**src/rtl/uart_rx_frame_sampler_if.sv**
```systemverilog
// RX line, baud tick and frame config in; received byte and per-frame status pulses out.
// master = frame sampler, slave = downstream consumer (error manager) that also drives the line side.
interface uart_rx_frame_sampler_if;
  logic       rx_in;
  logic       baud_tick_16x;
  logic [1:0] data_bits;
  logic       parity_en;
  logic       parity_odd;
  logic       two_stop;
  logic [7:0] rx_data;
  logic       rx_valid;
  logic       frame_active;
  logic       bit_valid;
  logic       rx_filtered;
  logic       frame_error;
  logic       parity_error;

  modport master (
    input  rx_in, baud_tick_16x, data_bits, parity_en, parity_odd, two_stop,
    output rx_data, rx_valid, frame_active, bit_valid, rx_filtered, frame_error, parity_error
  );

  modport slave (
    output rx_in, baud_tick_16x, data_bits, parity_en, parity_odd, two_stop,
    input  rx_data, rx_valid, frame_active, bit_valid, rx_filtered, frame_error, parity_error
  );
endinterface

```
**src/rtl/uart_rx_frame_sampler.sv**
```systemverilog
// UART RX front end: start detect, 3-sample majority vote at 16x, 5-8 data bits, parity, 1-2 stop bits.
// rx_valid lands 9 ticks into the final stop bit; no backpressure, every status output is a one-clk pulse.
module uart_rx_frame_sampler #(
  parameter int OVERSAMPLE  = 16,
  parameter int VOTE_CENTER = 8
) (
  input logic                     clk,
  input logic                     rst,
  uart_rx_frame_sampler_if.master bus
);

  localparam logic [3:0] LAST_TICK = 4'(OVERSAMPLE - 1);
  localparam logic [3:0] T_LO      = 4'(VOTE_CENTER - 1);
  localparam logic [3:0] T_MID     = 4'(VOTE_CENTER);
  localparam logic [3:0] T_HI      = 4'(VOTE_CENTER + 1);

  typedef enum logic [2:0] {IDLE, START, DATA, PARITY, STOP, WAIT_IDLE} state_t;

  state_t     state;
  logic [3:0] tick_cnt;
  logic [3:0] bit_cnt;
  logic [7:0] shreg;
  logic       s_lo;
  logic       s_mid;
  logic       rx_prev;
  logic       stop_cnt;
  logic       fe_done;
  logic [1:0] cfg_bits;
  logic       cfg_par;
  logic       cfg_odd;
  logic       cfg_two;

  logic decide;
  logic wrap;
  logic vote;
  logic last_data;
  logic last_stop;

  always_comb begin
    decide    = bus.baud_tick_16x && (tick_cnt == T_HI);
    wrap      = bus.baud_tick_16x && (tick_cnt == LAST_TICK);
    vote      = (s_lo & s_mid) | (s_lo & bus.rx_in) | (s_mid & bus.rx_in);
    last_data = (bit_cnt == ({2'b00, cfg_bits} + 4'd5));
    last_stop = !cfg_two || stop_cnt;
  end

  always_ff @(posedge clk or posedge rst) begin
    if (rst) begin
      state            <= IDLE;
      tick_cnt         <= '0;
      bit_cnt          <= '0;
      shreg            <= '0;
      s_lo             <= 1'b1;
      s_mid            <= 1'b1;
      rx_prev          <= 1'b0;  // forces the line to be seen high before a start can arm
      stop_cnt         <= 1'b0;
      fe_done          <= 1'b0;
      cfg_bits         <= '0;
      cfg_par          <= 1'b0;
      cfg_odd          <= 1'b0;
      cfg_two          <= 1'b0;
      bus.rx_data      <= '0;
      bus.rx_valid     <= 1'b0;
      bus.frame_active <= 1'b0;
      bus.bit_valid    <= 1'b0;
      bus.rx_filtered  <= 1'b1;
      bus.frame_error  <= 1'b0;
      bus.parity_error <= 1'b0;
    end else begin
      rx_prev          <= bus.rx_in;
      bus.rx_valid     <= 1'b0;
      bus.bit_valid    <= 1'b0;
      bus.frame_error  <= 1'b0;
      bus.parity_error <= 1'b0;
      if (bus.rx_valid) bus.frame_active <= 1'b0;

      if (state != IDLE && state != WAIT_IDLE && bus.baud_tick_16x) begin
        tick_cnt <= tick_cnt + 4'd1;
        if (tick_cnt == T_LO)  s_lo  <= bus.rx_in;
        if (tick_cnt == T_MID) s_mid <= bus.rx_in;
      end

      case (state)
        IDLE: begin
          if (rx_prev && !bus.rx_in) begin
            state            <= START;
            tick_cnt         <= '0;
            bus.frame_active <= 1'b1;
            bit_cnt          <= '0;
            shreg            <= '0;
            stop_cnt         <= 1'b0;
            fe_done          <= 1'b0;
            cfg_bits         <= bus.data_bits;
            cfg_par          <= bus.parity_en;
            cfg_odd          <= bus.parity_odd;
            cfg_two          <= bus.two_stop;
          end
        end
        START: begin
          if (decide) begin
            if (vote) begin
              state            <= IDLE;
              bus.frame_active <= 1'b0;
            end else begin
              bus.bit_valid   <= 1'b1;
              bus.rx_filtered <= 1'b0;
            end
          end else if (wrap) begin
            state <= DATA;
          end
        end
        DATA: begin
          if (decide) begin
            shreg[bit_cnt[2:0]] <= vote;
            bit_cnt             <= bit_cnt + 4'd1;
            bus.bit_valid       <= 1'b1;
            bus.rx_filtered     <= vote;
          end else if (wrap && last_data) begin
            state <= cfg_par ? PARITY : STOP;
          end
        end
        PARITY: begin
          if (decide) begin
            bus.bit_valid   <= 1'b1;
            bus.rx_filtered <= vote;
            if (vote != (^shreg ^ cfg_odd)) bus.parity_error <= 1'b1;
          end else if (wrap) begin
            state <= STOP;
          end
        end
        STOP: begin
          if (decide) begin
            bus.bit_valid   <= 1'b1;
            bus.rx_filtered <= vote;
            if (!vote && !fe_done) begin
              bus.frame_error <= 1'b1;
              fe_done         <= 1'b1;
            end
            // Re-arm at mid stop bit so back-to-back frames can resync on the next start edge.
            if (last_stop) begin
              bus.rx_data  <= shreg;
              bus.rx_valid <= 1'b1;
              state        <= vote ? IDLE : WAIT_IDLE;
            end
          end else if (wrap) begin
            stop_cnt <= 1'b1;
          end
        end
        WAIT_IDLE: begin
          if (bus.rx_in) state <= IDLE;
        end
        default: state <= IDLE;
      endcase
    end
  end

endmodule

```
**src/flat_wrapper.sv**
```systemverilog
// flat-port wrapper written by rule: the top's interface ports become plain ports
module uart_rx_frame_sampler_flat 
#(
  parameter int OVERSAMPLE  = 16,
  parameter int VOTE_CENTER = 8
)
  (clk, rst, bus_rx_in, bus_baud_tick_16x, bus_data_bits, bus_parity_en, bus_parity_odd, bus_two_stop, bus_rx_data, bus_rx_valid, bus_frame_active, bus_bit_valid, bus_rx_filtered, bus_frame_error, bus_parity_error);
  uart_rx_frame_sampler_if bus_i ();
  input logic clk;
  input logic rst;
  input wire logic [$bits(bus_i.rx_in)-1:0] bus_rx_in;
  input wire logic [$bits(bus_i.baud_tick_16x)-1:0] bus_baud_tick_16x;
  input wire logic [$bits(bus_i.data_bits)-1:0] bus_data_bits;
  input wire logic [$bits(bus_i.parity_en)-1:0] bus_parity_en;
  input wire logic [$bits(bus_i.parity_odd)-1:0] bus_parity_odd;
  input wire logic [$bits(bus_i.two_stop)-1:0] bus_two_stop;
  output wire logic [$bits(bus_i.rx_data)-1:0] bus_rx_data;
  output wire logic [$bits(bus_i.rx_valid)-1:0] bus_rx_valid;
  output wire logic [$bits(bus_i.frame_active)-1:0] bus_frame_active;
  output wire logic [$bits(bus_i.bit_valid)-1:0] bus_bit_valid;
  output wire logic [$bits(bus_i.rx_filtered)-1:0] bus_rx_filtered;
  output wire logic [$bits(bus_i.frame_error)-1:0] bus_frame_error;
  output wire logic [$bits(bus_i.parity_error)-1:0] bus_parity_error;
  assign bus_i.rx_in = bus_rx_in;
  assign bus_i.baud_tick_16x = bus_baud_tick_16x;
  assign bus_i.data_bits = bus_data_bits;
  assign bus_i.parity_en = bus_parity_en;
  assign bus_i.parity_odd = bus_parity_odd;
  assign bus_i.two_stop = bus_two_stop;
  assign bus_rx_data = bus_i.rx_data;
  assign bus_rx_valid = bus_i.rx_valid;
  assign bus_frame_active = bus_i.frame_active;
  assign bus_bit_valid = bus_i.bit_valid;
  assign bus_rx_filtered = bus_i.rx_filtered;
  assign bus_frame_error = bus_i.frame_error;
  assign bus_parity_error = bus_i.parity_error;
  uart_rx_frame_sampler #(.OVERSAMPLE(OVERSAMPLE), .VOTE_CENTER(VOTE_CENTER)) u_core (.clk(clk), .rst(rst), .bus(bus_i));
endmodule
```
**config.mk**
```make
export PLATFORM = sky130hd
export DESIGN_NAME = uart_rx_frame_sampler_flat
export DESIGN_NICKNAME = d
export VERILOG_FILES = /design/src/rtl/uart_rx_frame_sampler_if.sv /design/src/rtl/uart_rx_frame_sampler.sv /design/src/flat_wrapper.sv
export SDC_FILE = /design/constraint.sdc
export NUM_CORES = 1
export LEC_CHECK = 0
export BUFFER_PORTS_ARGS = -buffer_cell sky130_fd_sc_hd__buf_2
export CORE_AREA = 2 2 58 81
export DETAILED_ROUTE_END_ITERATION = 10
export DIE_AREA = 0 0 60 83
export PLACE_DENSITY = 0.73
export SYNTH_ARGS = -nofsm -noshare
export SYNTH_HDL_FRONTEND = slang
export SYNTH_SLANG_ARGS = --single-unit
```
**constraint.sdc**
```tcl
create_clock -name clk -period 6.15 [get_ports clk]
set_clock_uncertainty 0.05 [all_clocks]
set_input_delay 0 -clock clk [delete_from_list [all_inputs] [get_ports clk]]
set_output_delay 0 -clock clk [all_outputs]
set_load 0.02 [all_outputs]
```
==> metrics.cfg, run 1 <==
[yosys]
synth_area_mm2=0.00226
syn_nets=228
synth_compound_area_share_pct=14.2
synthSimpleGateAreaFrac_pct=18.6
synth_xor_area_share_pct=6.20
avgSynthCellArea_um2=10.6
synth_top_family_by_area=simple AND/OR/NAND/NOR gates
synth-seq-cells=43
synthArstFlopShare_pct=100
synth_seq_area_share_pct=47.8
ys.flop_type=dfrtp_1
ys_types=56
synthAdderAreaFrac_pct=3.21
synth_edf_count=0
synth_cells=214
synthMuxAreaShare_pct=6.47
yosys_warnings=0

[die]
ios=23
die-area_mm2=0.00498
core_area_mm2=0.00424
die_h_um=83
initial_utilization_pct=53.3
fp-row-count=28
die_w_um=60

[critical_path]
critPathTopFamily=compound AO/OA/AOI/OAI gates
max_stage_delay_ps=400
arrival_ps=2300
path_class=flip-flop to flip-flop
start_kind=flip-flop
path_max_fanout=10
end_kind=flip-flop
crit_slowest_cell=dfrtp_1
crit_required_ps=6280
path_buf_inv=1
crit_chain=inv_1 > ha_1 > nand4b_4 > o31ai_4 > o21ai_1 > a211oi_2 > mux2_2

[place]
io_buffers=22
gp_congestion=0.831
dpl_cell_area_mm2=0.00241
dp_hpwl_um=3060
pre_cts_ws_ps=3990

[detailed_routing]
routed_wl_um=4320
met2WireLength_um=2140
avgViaCountPerCell=5.36
route.top_layer_used=met4
wl_met1_um=1980
drt_iter0_drc=75
wl_per_cell_um=14.2
antenna_left=0
firstDrtPassIters=5
wl_met3_um=126
drc=0
vias=1630

[grt]
grt_max_degree=44
antenna_found_initial=0
grt_pass1_vias=1540
grt-ovfl-total=0
grt.total_usage_pct=18.9
grt_pass1_wl_um=7200

[sta]
hold_violations=0
max_freq_mhz=462
finalCritPeriodShare_pct=35.2
setup_ws_ps=3980
slew_headroom_pct=58.4
period_minus_slack_ps=2170
final-setup-viol-count=0
drv_slew=0
worstMarginPinSlew_ps=625
tns_ps=0
rsz0062_at_grt=false

[power]
peakVddDrop_uv=175
power.density_mw_per_mm2=358
p_leak_nw=1.22
p_total_w=0.000925

[hold_path]
hold_class=primary input to flip-flop

[flow_run]
cap_violations=0

[cts]
cts_setup_buffers=0
cts_buffers=5
cts_root_buffer=clkbuf_8
cts_sinks=43
insertion_delay_ps=300
cts_tree=built
htree_levels=2
clk_pin_slew_ps=80
clockBufferDepth=2

[finish]
final_core_util_pct=61.0
fin_nets=257
final_area_mm2=0.00259
diodes=0
final_common_cell=dfrtp_1
area_growth_pct=14.4
drive_gt1_share_pct=25.0
layout_common_cells=40 x dfrtp_1, 28 x nand2_1, 22 x buf_2

[run_status]
status=finished, final reports clean

## cells by family after synthesis
logic type,count (synthesis)
simple gates,75
compound gates,44
flops,43
mux,13
fa+ha+maj,6
buf+inv,17
xor+xnor,16
## cells in the mapped netlist, types with 2 or more instances
library cell  count  share of area (%)
dfrtp_1          40                 44
nand2_1          28                4.6
nor2_1           14                2.3
mux2_2           12                6.0
o21ai_0          11                2.4
xnor2_1          11                4.3
a21oi_1           7                1.5
inv_1             7                1.2
clkbuf_1          6                1.0
nand2b_1          6                1.7
ha_1              5                2.8
xor2_1            5                1.9
nand3_1           4               0.89
a22o_1            3                1.2
dfstp_2           3                3.5
nor2b_1           3               0.83
o22ai_1           3               0.83
a21o_1            2               0.66
a31oi_1           2               0.55
and2_1            2               0.55
buf_2             2               0.44
buf_6             2                1.0
nand4b_1          2               0.77
o41ai_1           2               0.77
## worst reg2reg max path, cell delays in order (launching register included)
cell	delay, ps
dfrtp_1	400
inv_1	100
ha_1	210
nand4b_4	230
o31ai_4	300
o21ai_1	110
a211oi_2	300
mux2_2	370
## sequential cells by signal, indices dropped and copies added (netlist names)
register and flops:
u_core.bit_cnt 4, u_core.bus.bit_valid 1, u_core.bus.frame_active 1, u_core.bus.frame_error 1
u_core.bus.parity_error 1, u_core.bus.rx_data 8, u_core.bus.rx_filtered 1, u_core.bus.rx_valid 1
u_core.cfg_bits 2, u_core.cfg_odd 1, u_core.cfg_par 1, u_core.cfg_two 1
u_core.fe_done 1, u_core.rx_prev 1, u_core.s_lo 1, u_core.s_mid 1
u_core.shreg 8, u_core.state 3, u_core.stop_cnt 1, u_core.tick_cnt 4
## final cells by class
cell class                 count  area, um2
timing repair buffer          32        203
clock buffer                   7       96.3
inverter                       7       26.3
fill                         373       1650
multi-input combinational    154       1100
clock inverter                 1       7.51
tap                           60       75.1
sequential                    43       1080
## power breakdown
part	total [W]	internal [W]	switching, W
Combinational	0.000307	0.000144	0.000163
Sequential	0.000419	0.000337	0.0000813
Clock	0.000199	0.000102	0.0000968
## path summary, 6_finish.rpt
| check | cells past startpoint | endpoint | start | slack (ps) |
|---|---|---|---|---|
| min in group asynchronous | 4 | u_core.bit_cnt[1] | rst | 310 |
| max reg2reg | 7 | u_core.state[0] | u_core.tick_cnt[1] | 3980 |
| max | 7 | u_core.state[0] | u_core.tick_cnt[1] | 3980 |
| min | 3 | u_core.bus.parity_error | bus_baud_tick_16x | 100 |
| min reg2reg | 2 | u_core.cfg_two | u_core.cfg_two | 430 |
| max in group asynchronous | 4 | u_core.s_mid | rst | 5350 |
## what timing repair did
item                      CTS  global route
hold endpoints to repair   48             0
hold buffers                7             0
resized for setup           0             0
## per-stage QoR
step	instances	hold WS, ps
global placement	289	99.8
global route	304	106
detailed placement	289	111
finish	304	99.6
floorplan	214	-18.6
CTS	304	91.8
## routing by layer
| layer | track usage, % | up-vias |
|---|---|---|
| li1 | - | 811 |
| met1 | 24.6 | 781 |
| met2 | 30.4 | 33 |
| met3 | 4.21 | 5 |
| met4 | 6.06 | 0 |
| met5 | 0 | - |
No activity file was read; power rests on OpenSTA's default activity.
==> run 2: changes to the inputs <==
Clock period 6.15 ns to 2.1 ns, I/O delays scaled along.
==> metrics.cfg, run 2 (synthesis results as in run 1) <==
[critical_path]
end_kind=flip-flop  ; unchanged
r2r-start=u_core.tick_cnt[1]  ; unchanged
rr_endpoint=u_core.state[1]  ; was u_core.state[0]
regToRegSetupSlack_ps=80  ; was 3980 ps
arrival_ps=2150  ; was 2300 ps
path_class=flip-flop to flip-flop  ; unchanged
path_buf_inv=1  ; unchanged
crit_slowest_cell=dfrtp_1  ; unchanged
crit_start=u_core.tick_cnt[1]  ; unchanged
reg2regPathDepth=7  ; unchanged
worstSetupEndpoint=u_core.state[1]  ; was u_core.state[0]
crit_chain=inv_2 > ha_2 > and4b_2 > and2_1 > nand2_1 > a211oi_2 > mux2_2  ; was inv_1 > ha_1 > nand4b_4 > o31ai_4 > o21ai_1 > a211oi_2 > mux2_2
path_max_fanout=3  ; was 10
crit_required_ps=2230  ; was 6280 ps
cp.depth=7  ; unchanged
start_kind=flip-flop  ; unchanged
max_stage_delay_ps=410  ; was 400 ps
critPathTopFamily=simple AND/OR/NAND/NOR gates  ; was compound AO/OA/AOI/OAI gates

[sta]
final-setup-viol-count=0  ; unchanged
max_freq_mhz=496  ; was 462 MHz
drv_slew=0  ; unchanged
setup_ws_ps=83.9  ; was 3980 ps
whs_ps=48.2  ; was 99.6 ps
period_minus_slack_ps=2020  ; was 2170 ps
worstMarginPinSlew_ps=750  ; was 625 ps
slew_headroom_pct=49.7  ; was 58.4%
finalCritPeriodShare_pct=96.0  ; was 35.2%
rsz0062_at_grt=false  ; unchanged
hold_violations=0  ; unchanged
tns_ps=0  ; unchanged

[die]
core_area_mm2=0.00424  ; unchanged
die_h_um=83  ; unchanged
initial_utilization_pct=53.3  ; unchanged
die-area_mm2=0.00498  ; unchanged
die_w_um=60  ; unchanged
fp-row-count=28  ; unchanged
ios=23  ; unchanged

[finish]
diodes=0  ; unchanged
fin_nets=269  ; was 257
final_common_cell=dfrtp_1  ; unchanged
layout_common_cells=40 x dfrtp_1, 28 x nand2_1, 22 x buf_2  ; unchanged
area_growth_pct=18.3  ; was 14.4%
final_area_mm2=0.00268  ; was 0.00259 mm2
drive_gt1_share_pct=29.3  ; was 25.0%
reg.largest.list=u_core.bus.rx_data: 8 flops, u_core.shreg: 8 flops  ; unchanged

[cts]
clockBufferDepth=2  ; unchanged
cts_buffers=5  ; unchanged
cts_root_buffer=clkbuf_8  ; unchanged
cts_tree=built  ; unchanged
insertion_delay_ps=290  ; was 300 ps
htree_levels=2  ; unchanged
cts_sinks=43  ; unchanged
clk_pin_slew_ps=80  ; about the same

[power]
p_leak_nw=1.27  ; was 1.22 nW
combPwrFrac_pct=39.8  ; was 33.2%
power.density_mw_per_mm2=1030  ; was 358 mW/mm2
p_clk_share_pct=18.5  ; was 21.5%
swShare_pct=36.8  ; was 36.9%
p_int_w=0.00174  ; was 0.000584 W
peakVddDrop_uv=528  ; was 175 uV
seq_power_share_pct=41.7  ; was 45.3%
switching_power_w=0.00101  ; was 0.000341 W

[detailed_routing]
routed_wl_um=4450  ; was 4320 um
drt_iter0_drc=34  ; was 75
antenna_left=0  ; unchanged
vias=1662  ; was 1630
wl_per_cell_um=14.1  ; was 14.2 um
avgViaCountPerCell=5.26  ; was 5.36
firstDrtPassIters=4  ; was 5
drc=0  ; unchanged

[run_status]
status=finished, final reports clean  ; unchanged

[grt]
grt.total_usage_pct=20.3  ; was 18.9%
grt_pass1_wl_um=7650  ; was 7200 um
grt_max_degree=24  ; was 44
grt-ovfl-total=0  ; unchanged
antenna_found_initial=0  ; unchanged
grt_pass1_vias=1643  ; was 1540

[flow_run]
cap_violations=0  ; unchanged

[place]
gp_congestion=0.868  ; was 0.831
pre_cts_ws_ps=19.7  ; was 3990 ps
dp_hpwl_um=3370  ; was 3060 um
dpl_cell_area_mm2=0.00252  ; was 0.00241 mm2
io_buffers=22  ; unchanged

[hold_path]
hold_class=primary input to flip-flop  ; unchanged
holdPathStages=3  ; unchanged

-- run 2: changes by cell type in the layout (fill, tap and decap cells not counted), sizes merged --
cell,delta
clkinv,+1
clkbuf,-1
buf,+12
-- run 2: layout make-up --
| cell class | instances | area [um2] |
|---|---|---|
| fillers | 376 | 1560 |
| well taps | 60 | 75.1 |
| clock buffers | 6 | 72.6 |
| flip-flops and latches | 43 | 1080 |
| repair buffers | 44 | 305 |
| inverters | 7 | 26.3 |
| clock inverters | 2 | 12.5 |
| multi-input cells | 154 | 1100 |
-- run 2: power by group through the flow --
stage / clock network, W / logic (W) / registers, W
after floorplan: 0 / 0.000837 / 0.00111
after global placement: 0 / 0.00107 / 0.00115
after detailed placement: 0 / 0.00109 / 0.00116
after CTS: 0.000521 / 0.00111 / 0.00115
after global routing: 0.000561 / 0.00124 / 0.00117
final: 0.000510 / 0.00110 / 0.00115
-- run 2: what timing repair did --
action	CTS	global route
endpoints found under the setup margin	0	4
gates resized for setup	0	3
endpoints found under the hold margin	23	0
hold buffers	7	0
setup buffers	0	0
-- run 2: how the worst min path moves through the flow --
stage | startpoint | endpoint | slack [ps]
6_report | bus_baud_tick_16x | u_core.bus.parity_error | 50
5_1_grt | bus_baud_tick_16x | u_core.bus.parity_error | 50
4_1_cts | bus_baud_tick_16x | u_core.bus.parity_error | 40
3_5_place_dp | rst | u_core.cfg_bits[0] | 20
3_3_place_gp | rst | u_core.cfg_bits[0] | 20
2_1_floorplan | bus_rx_in | u_core.rx_prev | -20
-- run 2: metal layers --
layer  vias up  global-route usage, %  wire length (um)
li1        839                      -                 -
met1       799                   25.7              1900
met2        19                   33.5              2390
met3         5                   3.27                78
met4         0                   7.88                77
met5         -                      0                 0
-- run 2: per-stage QoR --
step                      util, %  instances  total power, W
after global placement       59.4        301         0.00223
after floorplan                 -        214         0.00195
after global routing         63.1        316         0.00297
after detailed placement     59.4        301         0.00226
after CTS                    63.0        316         0.00277
final                        63.1        316         0.00276
-- run 2: worst min-delay path, delay by kind of cell --
kind | cells | cell delay (ps)
and+or+nand+nor | 2 | 220
buffers and inverters | 1 | 130
==> run 3: changes to the inputs <==
Settings changed: CELL_PAD_IN_SITES_DETAIL_PLACEMENT set to 1, CELL_PAD_IN_SITES_GLOBAL_PLACEMENT set to 1, CORE_AREA 2 2 58 81 to 2 2 63 88, DIE_AREA 0 0 60 83 to 0 0 65 90, PLACE_DENSITY 0.73 to unset, PLACE_DENSITY_LB_ADDON set to 0.1.
==> metrics.cfg, run 3 (synthesis results as in run 1) <==
[place]
numPlacedInstances=307  ; was 301
io_buffers=22  ; unchanged
gp_congestion=0.846  ; was 0.868
dp_hpwl_um=4270  ; was 3370 um

[critical_path]
crit_slowest_cell=dfrtp_1  ; unchanged
path_max_fanout=3  ; unchanged
critPathTopFamily=simple AND/OR/NAND/NOR gates  ; unchanged
path_buf_inv=1  ; unchanged
reg2regPathDepth=7  ; unchanged
max_stage_delay_ps=410  ; about the same
end_kind=flip-flop  ; unchanged
rr_endpoint=u_core.state[1]  ; unchanged
start_kind=flip-flop  ; unchanged
crit_required_ps=2230  ; about the same
path_class=flip-flop to flip-flop  ; unchanged
crit_chain=inv_1 > ha_2 > and4b_2 > and2_1 > nand2_1 > a211oi_4 > mux2_2  ; was inv_2 > ha_2 > and4b_2 > and2_1 > nand2_1 > a211oi_2 > mux2_2
regToRegSetupSlack_ps=80  ; about the same
r2r-start=u_core.tick_cnt[1]  ; unchanged
arrival_ps=2150  ; about the same
cp.depth=7  ; unchanged

[finish]
final_core_util_pct=53.6  ; was 63.1%
multi_input_area_mm2=0.00113  ; was 0.00110 mm2
n_fill_cell=581  ; was 376
stdcell_count=323  ; was 316
area_growth_pct=20.4  ; was 18.3%
drive_gt1_share_pct=30.0  ; was 29.3%
reg.largest.list=u_core.bus.rx_data: 8 flops, u_core.shreg: 8 flops  ; unchanged
fin_nets=270  ; was 269
regArea_mm2=0.00108  ; unchanged
layout_common_cells=40 x dfrtp_1, 28 x nand2_1, 22 x buf_2  ; unchanged
final_common_cell=dfrtp_1  ; unchanged
diodes=0  ; unchanged

[power]
power.density_mw_per_mm2=1080  ; was 1030 mW/mm2
p_total_w=0.00294  ; was 0.00276 W
p_leak_nw=1.29  ; was 1.27 nW
peakVddDrop_uv=489  ; was 528 uV

[die]
core_area_mm2=0.00508  ; was 0.00424 mm2
ios=23  ; unchanged
initial_utilization_pct=44.5  ; was 53.3%
die_h_um=90  ; was 83 um
fp-row-count=31  ; was 28
die_w_um=65  ; was 60 um
die-area_mm2=0.00585  ; was 0.00498 mm2

[flow_run]
cap_violations=0  ; unchanged

[sta]
rsz0062_at_grt=false  ; unchanged
tns_ps=0  ; unchanged
slew_headroom_pct=62.7  ; was 49.7%
worstMarginPinSlew_ps=553  ; was 750 ps
final-setup-viol-count=0  ; unchanged
hold_violations=0  ; unchanged
period_minus_slack_ps=2020  ; about the same
finalCritPeriodShare_pct=96.4  ; was 96.0%
drv_slew=0  ; unchanged
max_freq_mhz=494  ; was 496 MHz

[detailed_routing]
antenna_left=0  ; unchanged
routed_wl_um=5640  ; was 4450 um
met2WireLength_um=3300  ; was 2390 um
drt_iter0_drc=91  ; was 34
drc=0  ; unchanged
wl_met3_um=103  ; was 78 um
firstDrtPassIters=4  ; unchanged
vias=1761  ; was 1662
route.top_layer_used=met4  ; unchanged
avgViaCountPerCell=5.45  ; was 5.26
wl_met1_um=2100  ; was 1900 um
wl_per_cell_um=17.4  ; was 14.1 um

[hold_path]
hold_start=bus_baud_tick_16x  ; unchanged
hold_class=primary input to flip-flop  ; unchanged
hold_end=u_core.state[2]  ; was u_core.bus.parity_error
holdPathStages=4  ; was 3

[grt]
grt.total_usage_pct=21.1  ; was 20.3%
grt_pass1_vias=1932  ; was 1643
grt-ovfl-total=0  ; unchanged
grt_max_degree=23  ; was 24
grt_pass1_wl_um=9400  ; was 7650 um
antenna_found_initial=0  ; unchanged

[cts]
cts_root_buffer=clkbuf_8  ; unchanged
clk_pin_slew_ps=80  ; about the same
cts_sinks=43  ; unchanged
htree_levels=2  ; unchanged
clockBufferDepth=2  ; unchanged
cts_buffers=5  ; unchanged
insertion_delay_ps=290  ; about the same
cts_tree=built  ; unchanged

[run_status]
status=finished, final reports clean  ; unchanged

==> run 3: routing by layer <==
layer | vias to the layer above | track usage (%)
met5 | - | 0
li1 | 830 | -
met4 | 0 | 7.62
met3 | 10 | 3.25
met1 | 899 | 21.5
met2 | 22 | 41.3
==> run 3: repair_timing <==
action / in CTS / in global routing
setup endpoints to repair: 2 / 3
pin swaps: 1 / 2
buffers inserted: 0 / 1
gates resized for setup: 2 / 4
endpoints found under the hold margin: 49 / 0
gates cloned: 0 / 0
hold buffers: 7 / 0
==> run 3: worst max path at each step <==
| stage | start | endpoint | slack [ps] |
|---|---|---|---|
| 3_5_place_dp | u_core.tick_cnt[1] | u_core.state[0] | -20 |
| 2_1_floorplan | u_core.tick_cnt[1] | u_core.state[0] | 120 |
| 3_3_place_gp | u_core.tick_cnt[1] | u_core.state[1] | 100 |
| 5_1_grt | u_core.tick_cnt[1] | u_core.state[1] | 10 |
| 4_1_cts | u_core.tick_cnt[1] | u_core.state[1] | 9 |
| 6_report | u_core.tick_cnt[1] | u_core.state[1] | 80 |
==> run 3: cell type report <==
class	instances	share of cell area, %
Clock inverter	1	1.10
Tap cell	66	3.03
Inverter	7	0.965
Timing Repair Buffer	45	11.0
Clock buffer	7	2.80
Multi-Input combinational cell	154	41.4
Sequential cell	43	39.7
==> run 3: report_power, final <==
| part | internal, W | leakage, nW | total (W) | switching, W |
|---|---|---|---|---|
| combinational | 0.000508 | 0.672 | 0.00115 | 0.000644 |
| sequential | 0.000990 | 0.567 | 0.00115 | 0.000162 |
| clock | 0.000356 | 0.0524 | 0.000636 | 0.000280 |
| total | 0.00185 | 1.29 | 0.00294 | 0.00109 |
==> run 3: tightest hold or removal path, delay by kind of cell <==
family	cells	cell delay [ps]
simple gates	1	130
buf+inv	1	130
compound gates	2	210
==> run 3: stage by stage <==
stage | hold slack (ps) | area, um2 | worst slack, ps
2_1_floorplan | -18.6 | 2260 | 122
3_3_place_gp | 1.42 | 2510 | 95.2
3_5_place_dp | 9.34 | 2510 | -16.5
4_1_cts | 146 | 2690 | 8.99
5_1_grt | 217 | 2720 | 12.2
6_report | 167 | 2720 | 76.1
